`src/rtl/f_s_rca8_acc.sv`:
```
// Frame accumulator: sums LEN signed a+b samples, then holds the result until it is consumed.
// Define ACC_SAT_EN for saturating accumulation with a sticky sat_flag; otherwise the sum wraps.
module f_s_rca8_acc #(
    parameter int LEN   = 4,
    parameter int ACC_W = 16
) (
    input  logic             clk,
    input  logic             rst_n,
    input  logic [7:0]       a,
    input  logic [7:0]       b,
    input  logic             in_valid,
    output logic             in_ready,
    input  logic             clr,
    output logic [ACC_W-1:0] acc_out,
    output logic             acc_valid,
    input  logic             acc_ready,
    output logic             sat_flag,
    output logic [8:0]       cnt
);

    localparam logic [1:0] ST_IDLE = 2'd0;
    localparam logic [1:0] ST_ACC  = 2'd1;
    localparam logic [1:0] ST_DONE = 2'd2;
    localparam logic [8:0] LEN_CNT = 9'(LEN);

    logic [1:0]        state_reg, state_next;
    logic [ACC_W-1:0]  acc_reg, acc_next;
    logic [8:0]        cnt_reg, cnt_next;
    logic              sat_reg, sat_next;
    logic              valid_reg, valid_next;
    // Low until the first edge after reset release, so in_ready stays 0 through reset.
    logic              live_reg;

    logic signed [8:0]       sum9;
    logic signed [ACC_W-1:0] sum_ext;
    logic [ACC_W-1:0]        acc_add;
    logic                    sat_add;
    logic [8:0]              cnt_inc;
    logic                    accept;
    logic                    consume;

    assign sum9    = $signed({a[7], a}) + $signed({b[7], b});
    assign sum_ext = ACC_W'(sum9);
    assign cnt_inc = cnt_reg + 9'd1;

`ifdef ACC_SAT_EN
    localparam logic [ACC_W-1:0] ACC_MAX = {1'b0, {(ACC_W-1){1'b1}}};
    localparam logic [ACC_W-1:0] ACC_MIN = {1'b1, {(ACC_W-1){1'b0}}};
    logic [ACC_W:0] acc_wide;
    logic           ovf;

    // One guard bit: overflow shows as disagreement between the top two bits.
    assign acc_wide = {acc_reg[ACC_W-1], acc_reg} + {sum_ext[ACC_W-1], sum_ext};
    assign ovf      = acc_wide[ACC_W] ^ acc_wide[ACC_W-1];
    assign acc_add  = ovf ? (acc_wide[ACC_W] ? ACC_MIN : ACC_MAX) : acc_wide[ACC_W-1:0];
    assign sat_add  = sat_reg | ovf;
`else
    assign acc_add  = acc_reg + sum_ext;
    assign sat_add  = 1'b0;
`endif

    assign in_ready  = live_reg && (state_reg != ST_DONE);
    assign accept    = in_valid && in_ready;
    assign consume   = valid_reg && acc_ready;
    assign acc_out   = acc_reg;
    assign acc_valid = valid_reg;
    assign sat_flag  = sat_reg;
    assign cnt       = cnt_reg;

    always_comb begin
        state_next = state_reg;
        acc_next   = acc_reg;
        cnt_next   = cnt_reg;
        sat_next   = sat_reg;
        valid_next = valid_reg;
        // clr outranks both an accept and a consume in the same cycle.
        if (clr) begin
            state_next = ST_IDLE;
            acc_next   = '0;
            cnt_next   = '0;
            sat_next   = 1'b0;
            valid_next = 1'b0;
        end else begin
            case (state_reg)
                ST_IDLE, ST_ACC: begin
                    if (accept) begin
                        acc_next = acc_add;
                        sat_next = sat_add;
                        cnt_next = cnt_inc;
                        if (cnt_inc == LEN_CNT) begin
                            state_next = ST_DONE;
                            valid_next = 1'b1;
                        end else begin
                            state_next = ST_ACC;
                        end
                    end
                end
                ST_DONE: begin
                    if (consume) begin
                        state_next = ST_IDLE;
                        acc_next   = '0;
                        cnt_next   = '0;
                        sat_next   = 1'b0;
                        valid_next = 1'b0;
                    end
                end
                default: begin
                    state_next = ST_IDLE;
                    acc_next   = '0;
                    cnt_next   = '0;
                    sat_next   = 1'b0;
                    valid_next = 1'b0;
                end
            endcase
        end
    end

    always_ff @(posedge clk or negedge rst_n) begin
        if (!rst_n) begin
            state_reg <= ST_IDLE;
            acc_reg   <= '0;
            cnt_reg   <= '0;
            sat_reg   <= 1'b0;
            valid_reg <= 1'b0;
            live_reg  <= 1'b0;
        end else begin
            state_reg <= state_next;
            acc_reg   <= acc_next;
            cnt_reg   <= cnt_next;
            sat_reg   <= sat_next;
            valid_reg <= valid_next;
            live_reg  <= 1'b1;
        end
    end

endmodule

```
`config.mk`:
```
export PLATFORM = sky130hd
export DESIGN_NAME = f_s_rca8_acc
export DESIGN_NICKNAME = d
export VERILOG_FILES = /design/src/rtl/f_s_rca8_acc.sv
export SDC_FILE = /design/constraint.sdc
export NUM_CORES = 1
export LEC_CHECK = 0
export BUFFER_PORTS_ARGS = -buffer_cell sky130_fd_sc_hd__buf_2
export CELL_PAD_IN_SITES_DETAIL_PLACEMENT = 1
export CELL_PAD_IN_SITES_GLOBAL_PLACEMENT = 1
export CORE_MARGIN = 10
export CORE_UTILIZATION = 36
export CTS_CLUSTER_SIZE = 14
export DETAILED_ROUTE_END_ITERATION = 12
export PLACE_DENSITY = 0.85
export RECOVER_POWER = 25
export SETUP_SLACK_MARGIN = 0.05
export SLEW_MARGIN = 20
export SYNTH_ARGS = -nofsm -noshare
export SYNTH_HDL_FRONTEND = slang
export SYNTH_SLANG_ARGS = --single-unit
```
`constraint.sdc`:
```
create_clock -name clk -period 2.1 [get_ports clk]
set_input_delay 0.525 -clock clk [delete_from_list [all_inputs] [get_ports clk]]
set_output_delay 0.525 -clock clk [all_outputs]
set_load 0.02 [all_outputs]
```
### Yosys cells after proc, flatten, opt, wreduce, memory -nomap -nowiden

Index checks and enable logic that the tools add are counted.

* flip-flop bits (word level): 30
* bits in latches: 0
* RAM bits: 0
* bits in read-only memories: 0
* input port bits: 21
* logic and storage cells: 44
* memories: 0

* $add $sub $neg: 3
* multiply operators: 0
* div/mod/pow operators: 0
* order comparisons: 0
* equality and inequality tests: 7
* shift-type cells: 0
* multiplexer cells: 21
* bitwise operators: 0
* reductions and logical operators: 7

Operators by type and width (count)
* two-way mux 16 bit: 3
* one-hot mux 16 bit (2 select lines): 1
* two-way mux 9 bit: 3
* one-hot mux 9 bit (2 select lines): 1
* adder 16 bit: 1
* adder 8 x 8 -> 9 bit: 1
* adder 9 x 1 -> 9 bit (second input constant): 1
* == test 9 x 3 -> 1 bit (second input constant): 1
* inequality test 3 bit (second input constant): 3
* two-way mux 2 bit: 4
* two-way mux 1 bit: 6
* one-hot mux 1 bit (2 select lines): 2
* one-hot mux 2 bit (2 select lines): 1
* logical AND 1 bit: 3
* AND reduction 3 bit: 1
* == test 2 x 1 -> 1 bit (second input constant): 1
* == test 2 bit (second input constant): 1
* logical NOT 2 bit: 1
* inequality test 2 bit (second input constant): 1
* AND reduction 2 bit: 1
* OR reduction 2 bit: 1

### Longest topological paths before layout

* depth in word-level cells: 6
* depth in mapped cells: 16
* depth with buffers taken out: 16

### Worst setup path before layout

Ideal clock, no wire load.

* kind: input -> register
* start point: input port a[0]
* end point: register acc_reg[14] (netlist: acc_out[14])
* arrival time: 3461 ps
* slack: -1491 ps
* stages: 16
* buffers on the path: 1
* cell sequence: ha_1 -> inv_1 -> fa_1 -> nor2b_1 -> o31a_1 -> o31a_1 -> o41ai_4 -> ha_1 -> clkbuf_1 -> a211oi_1 -> o211ai_1 -> a31oi_1 -> o31ai_1 -> a31oi_1 -> xor2_1 -> o21ai_1

* longest elaborated chain between the ends: 5

RTL lines
* start, declared: line 9 `input logic [7:0] a,`
* adder 8 x 8 -> 9 bit: line 42 `assign sum9 = $signed({a[7], a}) + $signed({b[7], b});`
* adder 16 bit: line 58 `assign acc_add = acc_reg + sum_ext;`
* two-way mux 16 bit: line 86 `if (accept) begin`
* one-hot mux 16 bit (2 select lines): line 84 `case (state_reg)`
* two-way mux 16 bit: line 77 `if (clr) begin`
* end signal, assigned: line 128 `acc_reg <= acc_next;`
* end, declared: line 27 `logic [ACC_W-1:0] acc_reg, acc_next;`

Every way passes these cells. The select of a mux whose other input is x is not followed.
A chain may end at the register's enable or synchronous reset.

### Worst setup path in the final report

* start point: input port a[0]
* end point: register acc_reg[15] (netlist: acc_out[15])

Same word-level chain as after synthesis.

==> results summary <==
The run finished, with violations left. The checks that failed: capacitance limit, slew limit, setup timing. The number of stages on the worst hold path is 1. In the layout the commonest cells are 73 x buf_4, 42 x buf_2, 35 x nand2_1. The maximum clock path buffer count is 2. The data required time at the worst endpoint is 2.29 ns. Pin placement for this block handled 49 I/O pins. The final estimated routing congestion in global placement is 0.833. The analysis attributes to cell leakage a power of 1.79 nW.

The worst hold path class is reg -> reg. The number of flip-flops under the largest register name is 16. Across the routed clock network, the largest skew measured is 0.0154 ns.

The number of optimization iterations in the first detailed-route pass is 4. The cell sitting at the root of the clock tree is a clkbuf_8. The worst hold path begins at acc_valid. In this run the power density over the cells is 1370 mW/mm^2. The clock transition at the registers of the reported paths came out at 0.08 ns. The count of nets left with antenna violations once routing finished came out at 0. The number of hold-slack violations in the final timing report came out at 0. The biggest area contributor in the post-synthesis netlist is dfrtp_1. The transition time of the tightest slew-check pin is 1.86 ns.

The height of the die is 98.7 um. The final worst slack is -1.52 ns. The overall overflow remaining after global route is 0. The setup path with the least slack is of type in -> reg. The initial antenna violation count is 0.

Adding up every negative setup slack in the final design gives -14.37 ns. The fraction of registers with async set/reset is 100%. The number of max-slew violations in the final report came to 30. The number of warnings issued by yosys is 0.

For this run, the leading register cell type out of synthesis is dfrtp_1. The synthesis-to-finish area growth came out at 71.7%. The total via count after detailed routing came out at 2,827.

The wire length of the first global-routing pass came out at 15,600 um. Counting I/O delays and the setup requirement, the final critical path takes 3.62 ns. The initial standard-cell utilization of the core came out at 37.4%. The number of nets in the synthesized netlist is 310.

The slowest stage cell on the critical path is o41ai_4. The worst reg-to-reg path cell count is 10. The most common cell after layout, fill and taps aside is buf_4. The number of maximum-capacitance constraint violations came out at 1. In this run, distinct cell masters in the synthesized netlist total 39. Including well taps, the total number of placed cells is 436. The number of clock sinks came out at 29. The floorplan has 28 rows. The combined global-route utilization of all metal layers came out at 19.6%. The antenna diode instance count came out at 0. The count of flip-flops with a built-in enable after synthesis came out at 0. The number of buffers inserted during clock tree synthesis is 5. The maximum clock frequency came out at 277 MHz. The placed wire-length estimate after detailed placement came out at 5890 um. The count of mapped cells out of synthesis is 263.

After clock tree synthesis, the flow added hold-fix buffers numbering 0. In the routed design, unresolved DRC markers number 0. Headroom to the max-slew limit came out at -24.0%. The CTS H-tree depth is 2. In the final routed layout, each cell accounts on average for 25.8 um. The largest fanout on the critical path is 5. The critical register-to-register path endpoint is acc_out[9]. The pre-CTS worst setup slack is -1.57 ns. The post-layout net count is 446. The worst hold path terminates at acc_valid. The insertion delay to the later sink of the worst-skew pair is 0.31 ns. The worst setup path is captured at a flop. TritonCTS built the clock tree. The number of vias per cell came out at 5.95.

For this run, the slowest stage of the critical path takes 0.36 ns. The total wire length came out at 12,300 um. STA classifies the critical path startpoint as a primary input. Setup violations remaining at the end of the flow were counted as 13. The critical path contains buffers and inverters numbering 5 combined.

IR analysis of the VDD net gives a maximum drop of 0.898 mV. For this block, the initial DRC count from the detailed router was 137. The die outline area came out at 0.00973 mm^2. The data arrival time of the critical path is 3.81 ns. The number of synthesized register bits is 29. The startpoint identified for the worst register-to-register timing path is acc_out[1].

The standard cell core area came out at 0.00596 mm^2. The cell family contributing the most delay on the critical path is compound AO/OA/AOI/OAI gates. The synthesized netlist occupies a cell area of 0.00223 mm^2. The proportion of layout cells with a drive suffix above 1 is 50.7%.

In the post-synthesis netlist, the biggest area contributors are dfrtp_1 33%, ha_1 13%, nand2_1 6.1%. The number of input and output port buffers inserted came out at 47. Setup repair after global routing could not meet its margin everywhere. The register-to-register setup slack is -0.50 ns. The via count of the first global-routing pass came to 3,034. The horizontal die dimension is 98.7 um.

The largest net degree at the start of global routing came out at 30. The number of non-filler instances in the completed layout came out at 475. The area share of the largest cell type after synthesis came out at 32.6%. Each instance of the synthesized netlist takes up on average 8.47 um^2.

The fraction of the cycle the final worst path needs is 172%. Walking the worst path, the cells encountered are buf_6 > ha_4 > inv_2 > fa_2 > nor2b_2 > o31a_1 > o31a_1 > o41ai_4 > buf_4 > buf_6 > buf_12 > ha_4 > a21oi_4 > nor2b_1 > o21ai_1 > o211ai_1 > xnor2_1 > a21oi_1 > o22ai_1. Of the synthesized area, sequential elements account for 32.6%.
repair_timing:
action	CTS	global route
pin swaps	33	11
setup endpoints to repair	14	16
gates resized for setup	47	40
setup buffers	19	14
cell families (layout without fill, tap and decap cells):
logic type	after synthesis	after routing	share of synthesized area, %
other cells	2	2	0.337
simple gates	84	84	17.2
xor+xnor	16	16	6.29
fa+ha+maj	26	26	15.3
buf+inv	18	155	3.26
flops	29	29	32.6
compound gates	88	88	25.1
cells in the mapped netlist (5+ instances only):
cell       n
nor2b_1    6
o21ai_1   23
ha_1      24
o31ai_1    5
and3_1     5
nor2_1    16
xnor2_1   10
dfrtp_1   29
a21oi_1   14
clkbuf_1   5
o21ai_0   13
nand2_1   36
o21a_1     7
xor2_1     6
a31oi_1    5
nor3_1     6
inv_1     10
how the worst max path moves through the flow:
| stage | startpoint | end | cells past startpoint |
|---|---|---|---|
| final | a[0] | acc_out[15] | 19 |
| after global routing | a[0] | acc_out[15] | 19 |
| after CTS | a[0] | acc_out[14] | 16 |
| after detailed placement | a[0] | acc_out[14] | 18 |
| after global placement | a[0] | acc_out[14] | 18 |
| after floorplan | a[0] | acc_out[14] | 16 |
worst reg2reg max path: stages (launching register included):
cell      delay [ns]
dfrtp_1         0.41
buf_4           0.16
ha_4            0.28
a211oi_4        0.09
o211ai_1        0.49
nand2_1         0.22
o21a_1          0.27
buf_4           0.15
buf_4           0.13
xor2_1          0.17
o21ai_1         0.09
metal layers:
layer / GRT usage [%] / share of wire, % / vias up
met5: 0 / 0 / -
met4: 10.4 / 7.4 / 0
met3: 4.61 / 6.0 / 75
met2: 36.6 / 51 / 147
met1: 19.7 / 36 / 1388
li1: - / - / 1217
stage by stage:
stage               utilization (%)  power [W]  hold WS [ns]  area, um^2
global route                   64.2    0.00540         0.545        3820
global placement               51.0    0.00299         0.481        3040
CTS                            59.0    0.00420         0.310        3510
finish                         64.2    0.00522         0.524        3820
detailed placement             51.0    0.00311         0.505        3040
floorplan                         -    0.00217         0.229        2310
where the power goes:
part           leakage [nW]  switching [W]  internal, W
Sequential            0.383       0.000179     0.000707
Combinational          1.37        0.00201      0.00183
Clock                0.0439       0.000268     0.000229
Total                  1.79        0.00245      0.00277
final cells by class:
| class | instances | area (um^2) |
|---|---|---|
| Sequential cell | 29 | 727 |
| Inverter | 10 | 37.5 |
| Clock inverter | 3 | 17.5 |
| Timing Repair Buffer | 137 | 1010 |
| Fill cell | 686 | 2130 |
| Clock buffer | 5 | 68.8 |
| Multi-Input combinational cell | 216 | 1870 |
| Tap cell | 75 | 93.8 |
(Power assumes the default switching activity.)
